==> src/rtl/player_motion_ctrl.sv <==
// Per-frame player kinematics: button conditioning, run, jump and gravity.
// State advances only on frame_tick so the renderer sees stable coordinates.
module player_motion_ctrl #(
   parameter int PLAYER_SIZE_X = 37,
   parameter int PLAYER_SIZE_Y = 42,
   parameter int SCREEN_W      = 640,
   parameter int GROUND_Y      = 400,
   parameter int START_X       = 40,
   parameter int RUN_SPEED     = 3,
   parameter int JUMP_VEL      = 12,
   parameter int GRAVITY       = 1,
   parameter int MAX_FALL      = 8
) (
   input  logic        VGA_clk,
   input  logic        rst,
   input  logic        frame_tick,
   input  logic [3:0]  game_state,
   input  logic        btn_left,
   input  logic        btn_right,
   input  logic        btn_jump,
   output logic [15:0] playerX,
   output logic [15:0] playerY,
   output logic        player_dir,
   output logic [3:0]  player_state
);
   localparam int X_MAX = SCREEN_W - PLAYER_SIZE_X;
   localparam logic [15:0]        LP_START_X = 16'(START_X);
   localparam logic [15:0]        LP_GROUND  = 16'(GROUND_Y);
   localparam logic [15:0]        LP_RUN     = 16'(RUN_SPEED);
   localparam logic [15:0]        LP_JUMP    = 16'(JUMP_VEL);
   localparam logic [15:0]        LP_XMAX    = 16'(X_MAX);
   localparam logic signed [7:0]  LP_VJUMP   = 8'(-JUMP_VEL);
   localparam logic signed [8:0]  LP_GRAV9   = 9'(GRAVITY);
   localparam logic signed [8:0]  LP_MAXF9   = 9'(MAX_FALL);
   localparam logic signed [16:0] LP_GND17   = 17'(GROUND_Y);

   if (PLAYER_SIZE_Y <= 0 || X_MAX <= 0 || JUMP_VEL > 127 || MAX_FALL > 127) begin : g_bad_param
      $error("player_motion_ctrl: illegal parameter set");
   end

   typedef enum logic [3:0] {
      S_IDLE = 4'd0,
      S_RUN  = 4'd1,
      S_JUMP = 4'd2,
      S_FALL = 4'd3
   } state_t;

   logic [2:0]        r_sync1, r_sync2;
   logic              r_jmp_d, r_jump_req;
   logic [15:0]       r_x, r_y;
   logic signed [7:0] r_vy;
   logic              r_dir;
   state_t            r_state;

   logic              w_left, w_right, w_jump;
   logic [16:0]       w_x_inc;
   logic signed [8:0] w_vy_sum, w_vy_fall;
   logic signed [16:0] w_y_sum;
   logic [15:0]       w_x_n, w_y_n;
   logic signed [7:0] w_vy_n;
   logic              w_dir_n;
   state_t            w_state_n, w_gnd_state;

   assign w_left  = r_sync2[0];
   assign w_right = r_sync2[1];
   // An edge arriving on the tick cycle itself still counts for that tick.
   assign w_jump  = r_jump_req | (r_sync2[2] & ~r_jmp_d);

   // State register
   always_ff @(posedge VGA_clk or posedge rst) begin
      if (rst) begin
         r_sync1    <= '0;
         r_sync2    <= '0;
         r_jmp_d    <= 1'b0;
         r_jump_req <= 1'b0;
         r_x        <= LP_START_X;
         r_y        <= LP_GROUND;
         r_vy       <= '0;
         r_dir      <= 1'b1;
         r_state    <= S_IDLE;
      end else begin
         r_sync1    <= {btn_jump, btn_right, btn_left};
         r_sync2    <= r_sync1;
         r_jmp_d    <= r_sync2[2];
         r_jump_req <= frame_tick ? 1'b0 : w_jump;
         r_x        <= w_x_n;
         r_y        <= w_y_n;
         r_vy       <= w_vy_n;
         r_dir      <= w_dir_n;
         r_state    <= w_state_n;
      end
   end

   // Next-state logic
   always_comb begin
      w_x_n       = r_x;
      w_y_n       = r_y;
      w_vy_n      = r_vy;
      w_dir_n     = r_dir;
      w_state_n   = r_state;
      w_x_inc     = {1'b0, r_x} + {1'b0, LP_RUN};
      w_vy_sum    = $signed({r_vy[7], r_vy}) + LP_GRAV9;
      w_vy_fall   = (w_vy_sum > LP_MAXF9) ? LP_MAXF9 : w_vy_sum;
      w_y_sum     = $signed({1'b0, r_y}) + $signed({{8{w_vy_fall[8]}}, w_vy_fall});
      w_gnd_state = (w_left ^ w_right) ? S_RUN : S_IDLE;
      if (frame_tick) begin
         if (game_state == 4'd1) begin
            if (w_left && !w_right) begin
               w_x_n   = (r_x < LP_RUN) ? 16'd0 : r_x - LP_RUN;
               w_dir_n = 1'b0;
            end else if (w_right && !w_left) begin
               w_x_n   = (w_x_inc > {1'b0, LP_XMAX}) ? LP_XMAX : w_x_inc[15:0];
               w_dir_n = 1'b1;
            end
            if (r_state == S_JUMP || r_state == S_FALL) begin
               if (w_y_sum >= LP_GND17) begin
                  w_y_n     = LP_GROUND;
                  w_vy_n    = '0;
                  w_state_n = w_gnd_state;
               end else if (w_y_sum[16]) begin
                  w_y_n     = '0;
                  w_vy_n    = '0;
                  w_state_n = S_FALL;
               end else begin
                  w_y_n     = w_y_sum[15:0];
                  w_vy_n    = w_vy_fall[7:0];
                  w_state_n = w_vy_fall[8] ? S_JUMP : S_FALL;
               end
            end else if (w_jump) begin
               w_y_n     = r_y - LP_JUMP;
               w_vy_n    = LP_VJUMP;
               w_state_n = S_JUMP;
            end else begin
               w_y_n     = LP_GROUND;
               w_vy_n    = '0;
               w_state_n = w_gnd_state;
            end
         end else if (game_state == 4'd0) begin
            w_x_n     = LP_START_X;
            w_y_n     = LP_GROUND;
            w_vy_n    = '0;
            w_dir_n   = 1'b1;
            w_state_n = S_IDLE;
         end
      end
   end

   // Outputs
   always_comb begin
      playerX      = r_x;
      playerY      = r_y;
      player_dir   = r_dir;
      player_state = r_state;
   end
endmodule

==> config.mk <==
export PLATFORM = sky130hd
export DESIGN_NAME = player_motion_ctrl
export DESIGN_NICKNAME = d
export VERILOG_FILES = /design/src/rtl/player_motion_ctrl.sv
export SDC_FILE = /design/constraint.sdc
export NUM_CORES = 1
export LEC_CHECK = 0
export ABC_AREA = 1
export BUFFER_PORTS_ARGS = -buffer_cell sky130_fd_sc_hd__buf_2
export CAP_MARGIN = 10
export CORE_MARGIN = 2
export CORE_UTILIZATION = 55
export CTS_CLUSTER_DIAMETER = 120
export CTS_CLUSTER_SIZE = 12
export DETAILED_ROUTE_END_ITERATION = 12
export PLACE_DENSITY_LB_ADDON = 0.08
export SLEW_MARGIN = 20
export SYNTH_ARGS = -nofsm -noshare
export SYNTH_HDL_FRONTEND = slang
export SYNTH_SLANG_ARGS = --single-unit
==> constraint.sdc <==
create_clock -name VGA_clk -period 4.95 [get_ports VGA_clk]
set_input_delay 0.99 -clock VGA_clk [delete_from_list [all_inputs] [get_ports VGA_clk]]
set_output_delay 0.99 -clock VGA_clk [all_outputs]
set_load 0.05 [all_outputs]
==> results.py, run 1 <==
metrics = {
    "sta": {
        "fin_ws_ns": 0.6485,
        "fmax_ghz": 0.2325,
        "tns_ns": 0,
        "relSlewSlack": 0.2859,
        "setup_violations": 0,
        "finalHoldViolations": 0,
        "rsz0062_at_grt": "no",
        "min_period_over_period": 0.8690,
        "finalCriticalPeriod_ns": 4.302,
        "worstMarginPinSlew_ns": 1.071,
        "drv_slew": 0,
        "fin_skew_ns": 0.01704,
    },
    "final_layout": {
        "drive_gt1_frac": 0.1431,
        "area_delta_synth_final_pct": 10.08,
        "layout_common_cells": "nand2_1, inv_1, nor2_1, dfrtp_1, buf_2",
        "n_antenna_cell": 0,
        "final_common_cell": "nand2_1",
        "final_nets": 674,
        "final_cells": 742,
        "fill_cells": 694,
    },
    "floorplan": {
        "start_util": 0.5725,
        "core_um2": 7331,
        "ios": 47,
        "die_x_um": 91.35,
        "dieArea_um2": 8345,
        "die_height_um": 91.35,
        "rows": 31,
    },
    "routing": {
        "drt_iter0_markers": 263,
        "routedWlPerCell_um": 14.34,
        "drc": 0,
        "drt-total-wl_um": 10640,
        "dr.pass1.iters": 4,
        "ant_nets": 0,
        "viasPerCell": 5.598,
        "vias": 4154,
    },
    "yosys": {
        "netlist-cell-type-count": 51,
        "synth_ff_type": "dfrtp_1",
        "synth_top_area_frac": 0.2683,
        "synth_top_cell_by_area": "dfrtp_1",
        "ys_seq_area_frac": 0.3059,
        "synth_area_leaders": "dfrtp_1, nand2_1, inv_1",
        "synth-edff-count": 0,
        "yosysWarnings": 0,
        "netlist_instances": 599,
        "syn_area_um2": 4197,
        "ys_seq_elements": 51,
        "synth.avg_cell_area_um2": 7.006,
        "async_flop_share": 1.000,
    },
    "critical_path": {
        "setup.worst_path.start_class": "register",
        "arrival_ns": 4.54,
        "required_ns": 5.19,
        "critPathCaptureType": "register",
        "crit_fanout": 14,
        "path_class": "reg -> reg",
    },
    "min_path": {
        "holdCritPathClass": "reg -> reg",
    },
    "clock_tree": {
        "cts_tree": "yes",
        "cts_root_buffer": "clkbuf_8",
        "clk_latency_ns": 0.31,
        "cts_sinks": 51,
        "clk_pin_slew_ns": 0.11,
        "cts_setup_buffers": 0,
        "cts_made_buffers": 5,
        "ctsHtreeMaxLevel": 2,
        "clk_path_buf_depth": 2,
    },
    "run_status": {
        "outcome": "complete, no violations",
    },
    "global_route": {
        "grt_usage": 0.2620,
        "antenna_found_initial": 0,
        "grt_max_degree": 52,
        "grt_pass1_wl_um": 18200,
        "grt_pass1_vias": 3988,
        "overflow": 0,
    },
    "placed_design": {
        "dpl.cell_count": 734,
        "gp_congestion": 0.9356,
        "hpwl_um": 8131,
        "io_buffers": 44,
        "pre_cts_ws_ns": 0.6269,
    },
    "flow_run": {
        "cap_violations": 0,
    },
    "power_and_ir_drop": {
        "power.total_uw": 1580,
        "p_leak_uw": 0.002337,
        "power.density_nw_per_um2": 342.0,
        "peakVddDrop_mv": 0.1668,
    },
}
-- final cells by class --
type	count	area (um2)	area share
multi-input combinational	456	2550	0.5520
clock buffer	6	72.57	0.01571
sequential	51	1284	0.2779
inverter	80	301.5	0.06528
clock inverter	2	37.54	0.008126
tap	99	123.9	0.02681
timing repair buffer	48	250.2	0.05417
-- per-stage QoR --
stage / area [um2] / hold slack [ns] / util
after global routing: 4619 / 0.3752 / 0.6301
after detailed placement: 4508 / 0.3363 / 0.6150
after floorplan: 4200 / 0.3312 / -
final: 4619 / 0.3609 / 0.6301
after global placement: 4508 / 0.3339 / 0.6150
after CTS: 4618 / 0.3666 / 0.6300
-- cells by family after synthesis --
kind of cell	Yosys count	share of synthesized area
and+or+nand+nor	284	0.3059
AOI/OAI and AO/OA	119	0.1702
buffers and inverters	93	0.08736
DFF	51	0.3059
xor gates and xnor gates	29	0.06232
adders and majority gates	22	0.06738
other	1	0.0008936
-- synthesized netlist by cell type (all sizes together), types with 7 or more instances --
cell type,number
nand2,158
inv,80
nor2,52
o21ai,49
dfrtp,45
nand3,42
a21oi,37
xor2,27
ha,21
nor3,12
nand4,9
clkbuf,7
-- registers in the layout (all words and copies together) (netlist names) --
register / flops
playerX: 16
playerY: 16
r_vy: 8
r_sync1: 3
r_sync2: 3
player_state: 2
player_dir: 1
r_jmp_d: 1
r_jump_req: 1
-- worst max-delay path, stage by stage, from the launching register on --
cell	delay, ns
dfrtp_1	0.45
ha_1	0.25
nand3_1	0.13
nor2_1	0.08
nand2_1	0.06
nand2_1	0.08
nor2_1	0.11
nand2_1	0.09
nand2_4	0.11
inv_1	0.06
nor2_1	0.13
ha_1	0.19
inv_1	0.06
fa_1	0.39
o21ai_1	0.29
nand3_1	0.16
nand3_1	0.14
nand4_1	0.09
nand2_1	0.07
ha_1	0.25
nor2_1	0.11
nand3_1	0.09
nor2_2	0.14
nand3_4	0.21
nor3_2	0.30
nand2_1	0.11
nand2_1	0.07
-- routing by layer --
layer,track usage,part of all wire
met3,0.02573,0.041
met4,0.06439,0.013
met2,0.4654,0.49
met5,0,0
met1,0.3421,0.45
-- worst paths after layout --
kind | from | end | slack [ns] | cells past startpoint
setup / recovery | r_vy[0] | r_vy[1] | 0.65 | 26
hold / removal | r_sync1[2] | r_sync2[2] | 0.36 | 0
setup reg to reg | r_vy[0] | r_vy[1] | 0.65 | 26
hold reg to reg | r_sync1[2] | r_sync2[2] | 0.36 | 0
max in group asynchronous | rst | playerY[9] | 3.59 | 2
min in group asynchronous | rst | r_jmp_d | 0.82 | 2
-- report_power, final --
| group | internal (uW) | switching [uW] | total, uW |
|---|---|---|---|
| combinational | 221 | 510 | 731 |
| sequential | 470 | 81.0 | 551 |
| clock | 151 | 147 | 298 |
| total | 842 | 738 | 1580 |
-- what timing repair did --
action | 4_1_cts | 5_1_grt
setup endpoints to repair | 0 | 3
hold buffers | 0 | 0
gates resized for setup | 0 | 1
Power figures use the tool's default switching activity.
==> run 2: changes to the inputs <==
==> constraint.sdc (replaced) <==
create_clock -name VGA_clk -period 4.9 [get_ports VGA_clk]
set_input_delay 0.98 -clock VGA_clk [delete_from_list [all_inputs] [get_ports VGA_clk]]
set_output_delay 0.98 -clock VGA_clk [all_outputs]
set_load 0.05 [all_outputs]
==> results.py, run 2 (synthesis gave the netlist of run 1 again) <==
metrics = {
    "run_status": {
        "outcome": "complete, no violations",
    },
    "clock_tree": {
        "clk_latency_ns": 0.30,
        "cts_tree": "yes",
        "clk_path_buf_depth": 2,
        "clk_pin_slew_ns": 0.10,
        "ctsHtreeMaxLevel": 2,
        "cts_sinks": 51,
        "hold_buffers": 0,
        "cts_made_buffers": 5,
        "cts_root_buffer": "clkbuf_8",
    },
    "placed_design": {
        "pre_cts_ws_ns": 0.5822,
        "hpwl_um": 8075,
        "gp_congestion": 0.9357,
        "io_buffers": 44,
    },
    "sta": {
        "worstMarginPinSlew_ns": 1.048,
        "drv_slew": 0,
        "tns_ns": 0,
        "min_period_over_period": 0.8642,
        "fmax_ghz": 0.2362,
        "setup_violations": 0,
        "rsz0062_at_grt": "no",
        "fin_ws_ns": 0.6655,
        "relSlewSlack": 0.3013,
        "finalHoldViolations": 0,
        "fin_skew_ns": 0.01265,
        "finalCriticalPeriod_ns": 4.234,
    },
    "routing": {
        "drt_iter0_markers": 231,
        "drt-total-wl_um": 10610,
        "viasPerCell": 5.656,
        "dr.pass1.iters": 5,
        "vias": 4197,
        "routedWlPerCell_um": 14.30,
        "ant_nets": 0,
        "drc": 0,
    },
    "final_layout": {
        "drive_gt1_frac": 0.1431,
        "final_nets": 674,
        "fin_util": 0.6267,
        "final_common_cell": "nand2_1",
        "n_antenna_cell": 0,
        "area_delta_synth_final_pct": 9.481,
        "layout_common_cells": "nand2_1, inv_1, nor2_1, dfrtp_1, buf_2",
    },
    "global_route": {
        "grt_pass1_vias": 3971,
        "overflow": 0,
        "grt_usage": 0.2622,
        "antenna_found_initial": 0,
        "grt_max_degree": 52,
        "grt_pass1_wl_um": 18170,
    },
    "critical_path": {
        "cp_slowest_cell": "dfrtp_1",
        "required_ns": 5.15,
        "critPathCaptureType": "register",
        "setup.worst_path.start_class": "register",
        "cp_top_family": "simple AND/OR/NAND/NOR gates",
        "critPathMaxStageDelay_ns": 0.45,
        "arrival_ns": 4.48,
        "crit_fanout": 14,
        "crit_buf_inv": 2,
        "crit_top_cell": "nand2_1",
        "path_class": "reg -> reg",
    },
    "min_path": {
        "holdCritPathClass": "reg -> reg",
    },
    "floorplan": {
        "start_util": 0.5725,
        "die_height_um": 91.35,
        "core_um2": 7331,
        "dieArea_um2": 8345,
        "rows": 31,
        "ios": 47,
        "die_x_um": 91.35,
    },
    "flow_run": {
        "cap_violations": 0,
    },
    "power_and_ir_drop": {
        "power.total_uw": 1541,
        "p_leak_uw": 0.002327,
        "power.density_nw_per_um2": 335.3,
        "peakVddDrop_mv": 0.1711,
    },
}
[run 2: cell count changes in the layout (fill, tap and decap cells not counted), sizes merged]
cell    change
clkinv      +1
bufinv      -1
[run 2: worst paths after layout]
| kind | from | endpoint | slack (ns) | depth (start not counted) |
|---|---|---|---|---|
| max in group asynchronous | rst | playerY[9] | 3.53 | 2 |
| hold / removal | r_sync1[1] | r_sync2[1] | 0.37 | 0 |
| setup reg to reg | r_vy[0] | r_vy[1] | 0.67 | 26 |
| min in group asynchronous | rst | r_vy[2] | 0.82 | 2 |
| hold reg to reg | r_sync1[1] | r_sync2[1] | 0.37 | 0 |
| setup / recovery | r_vy[0] | r_vy[1] | 0.67 | 26 |
[run 2: report_power, final]
group	switching, uW	internal [uW]
Clock	146	100
Combinational	514	223
Sequential	81.9	475
Total	743	798
[run 2: cell type report]
cell class	count	area (um2)
Timing Repair Buffer	48	250.2
Sequential cell	51	1284
Inverter	80	301.5
Multi-Input combinational cell	456	2550
Clock inverter	2	12.51
Fill cell	695	2736
Clock buffer	6	72.57
Tap cell	99	123.9
[run 2: through the flow]
stage          cells  area (um2)  hold WS [ns]
3_3_place_gp     734        4508        0.3339
4_1_cts          742        4593        0.3702
3_5_place_dp     734        4508        0.3363
5_1_grt          742        4594        0.3756
2_1_floorplan    600        4200        0.3312
6_report         742        4594        0.3673
[run 2: metal layers]
layer / GRT usage / share of wire / vias to the layer above / wire length [um]
met5: 0 / 0 / - / 0
met4: 0.06187 / 0.012 / 0 / 126
met3: 0.03320 / 0.045 / 13 / 476
met2: 0.4623 / 0.50 / 128 / 5281
met1: 0.3417 / 0.45 / 1994 / 4728
li1: - / - / 2062 / -
[run 2: what timing repair did]
| item | CTS | global route |
|---|---|---|
| gates resized for setup | 0 | 1 |
| endpoints found under the setup margin | 0 | 12 |
| setup buffers | 0 | 0 |
| endpoints found under the hold margin | 0 | 0 |
==> run 3: changes to the inputs <==
--- a/config.mk
+++ b/config.mk
@@ -14,6 +14,7 @@
 export CTS_CLUSTER_SIZE = 12
 export DETAILED_ROUTE_END_ITERATION = 12
 export PLACE_DENSITY_LB_ADDON = 0.08
+export RECOVER_POWER = 50
 export SLEW_MARGIN = 20
 export SYNTH_ARGS = -nofsm -noshare
 export SYNTH_HDL_FRONTEND = slang
==> results.py, run 3 (synthesis gave the netlist of run 1 again) <==
metrics = {
    "critical_path": {
        "path_class": "reg -> reg",
        "setup.worst_path.start_class": "register",
        "crit_fanout": 14,
        "critPathCaptureType": "register",
        "crit_top_cell": "nand2_1",
        "cp_top_family": "simple AND/OR/NAND/NOR gates",
        "required_ns": 5.14,
        "crit_buf_inv": 2,
        "arrival_ns": 4.47,
        "critPathMaxStageDelay_ns": 0.45,
        "cp_slowest_cell": "dfrtp_1",
    },
    "global_route": {
        "grt_pass1_wl_um": 18170,
        "grt_usage": 0.2622,
        "grt_max_degree": 52,
        "overflow": 0,
        "grt_pass1_vias": 3971,
        "antenna_found_initial": 0,
    },
    "floorplan": {
        "start_util": 0.5725,
        "dieArea_um2": 8345,
        "rows": 31,
        "die_height_um": 91.35,
        "ios": 47,
        "core_um2": 7331,
        "die_x_um": 91.35,
    },
    "sta": {
        "tns_ns": 0,
        "fin_skew_ns": 0.01121,
        "fmax_ghz": 0.2366,
        "worst_hold_slack_ns": 0.3678,
        "min_period_over_period": 0.8626,
        "setup_violations": 0,
        "rsz0062_at_grt": "no",
        "finalHoldViolations": 0,
        "worstMarginPinSlew_ns": 2.263,
        "finalCriticalPeriod_ns": 4.227,
        "relSlewSlack": -0.5173,
        "drv_slew": 52,
    },
    "power_and_ir_drop": {
        "p_leak_uw": 0.002284,
        "power.density_nw_per_um2": 335.8,
        "peakVddDrop_mv": 0.1708,
        "power_frac_comb": 0.477,
        "internal_power_uw": 794.2,
        "power_frac_clock": 0.161,
        "p_sw_frac": 0.4834,
        "p_sw_uw": 743.2,
        "share_seq_of_total_power": 0.362,
    },
    "routing": {
        "viasPerCell": 5.673,
        "ant_nets": 0,
        "drt_iter0_markers": 225,
        "vias": 4209,
        "dr.pass1.iters": 4,
        "drt-total-wl_um": 10610,
        "drc": 0,
        "routedWlPerCell_um": 14.30,
    },
    "placed_design": {
        "gp_congestion": 0.9357,
        "hpwl_um": 8075,
        "io_buffers": 44,
    },
    "clock_tree": {
        "ctsHtreeMaxLevel": 2,
        "postCtsResizedCells": 0,
        "cts_sinks": 51,
        "cts_made_buffers": 5,
        "clk_pin_slew_ns": 0.10,
        "clk_latency_ns": 0.30,
        "cts_setup_buffers": 0,
        "cts_tree": "yes",
        "hold_buffers": 0,
        "clk_path_buf_depth": 2,
        "cts_root_buffer": "clkbuf_8",
    },
    "run_status": {
        "outcome": "finished, violations left",
        "violations": "max-capacitance violations, max-slew violations",
    },
    "min_path": {
        "holdCritPathClass": "reg -> reg",
    },
    "final_layout": {
        "area_delta_synth_final_pct": 9.094,
        "n_antenna_cell": 0,
        "layout_common_cells": "nand2_1, inv_1, nor2_1, dfrtp_1, nand3_1",
        "drive_gt1_frac": 0.1260,
        "final_common_cell": "nand2_1",
        "final_nets": 674,
    },
    "flow_run": {
        "cap_violations": 1,
    },
}
[run 3: cell count changes in the layout (fill, tap and decap cells not counted), sizes merged]
cell,delta
clkinvlp,+1
buf,-11
clkbuf,+11
clkinv,-1
[run 3: metal layers]
| metal | share of wire | up-vias | global-route usage |
|---|---|---|---|
| met2 | 0.50 | 142 | 0.4623 |
| met5 | 0 | - | 0 |
| met1 | 0.44 | 1991 | 0.3417 |
| met4 | 0.012 | 0 | 0.06187 |
| li1 | - | 2063 | - |
| met3 | 0.052 | 13 | 0.03320 |
[run 3: stage by stage]
step | utilization | cells | power [uW] | setup WS [ns] | cell area (um2)
after floorplan | - | 600 | 1129 | 0.8203 | 4200
after global placement | 0.6150 | 734 | 1282 | 0.7335 | 4508
after detailed placement | 0.6150 | 734 | 1292 | 0.5822 | 4508
after CTS | 0.6266 | 742 | 1537 | 0.5541 | 4593
after global routing | 0.6245 | 742 | 1647 | 0.07202 | 4578
final | 0.6245 | 742 | 1537 | 0.6733 | 4578
[run 3: final timing paths]
path / startpoint / endpoint / slack (ns) / cells after the start
max: r_vy[0] / r_vy[3] / 0.67 / 26
min: r_sync1[1] / r_sync2[1] / 0.37 / 0
max reg2reg: r_vy[0] / r_vy[3] / 0.67 / 26
min reg2reg: r_sync1[1] / r_sync2[1] / 0.37 / 0
max in group asynchronous: rst / playerY[10] / 2.62 / 2
min in group asynchronous: rst / r_sync1[2] / 1.25 / 2
[run 3: final cells by class]
type | count | area [um2]
clock buffers | 6 | 72.57
clock inverters | 2 | 12.51
fillers | 701 | 2753
inverters | 80 | 301.5
multi-input cells | 456 | 2550
flip-flops and latches | 51 | 1284
well taps | 99 | 123.9
repair buffers | 48 | 234.0
[run 3: power groups by stage]
stage | Clock [uW] | Sequential, uW | Combinational (uW)
floorplan | 0 | 660 | 468
global route | 265 | 567 | 815
finish | 248 | 557 | 733
global placement | 0 | 562 | 720
detailed placement | 0 | 563 | 730
CTS | 250 | 555 | 732
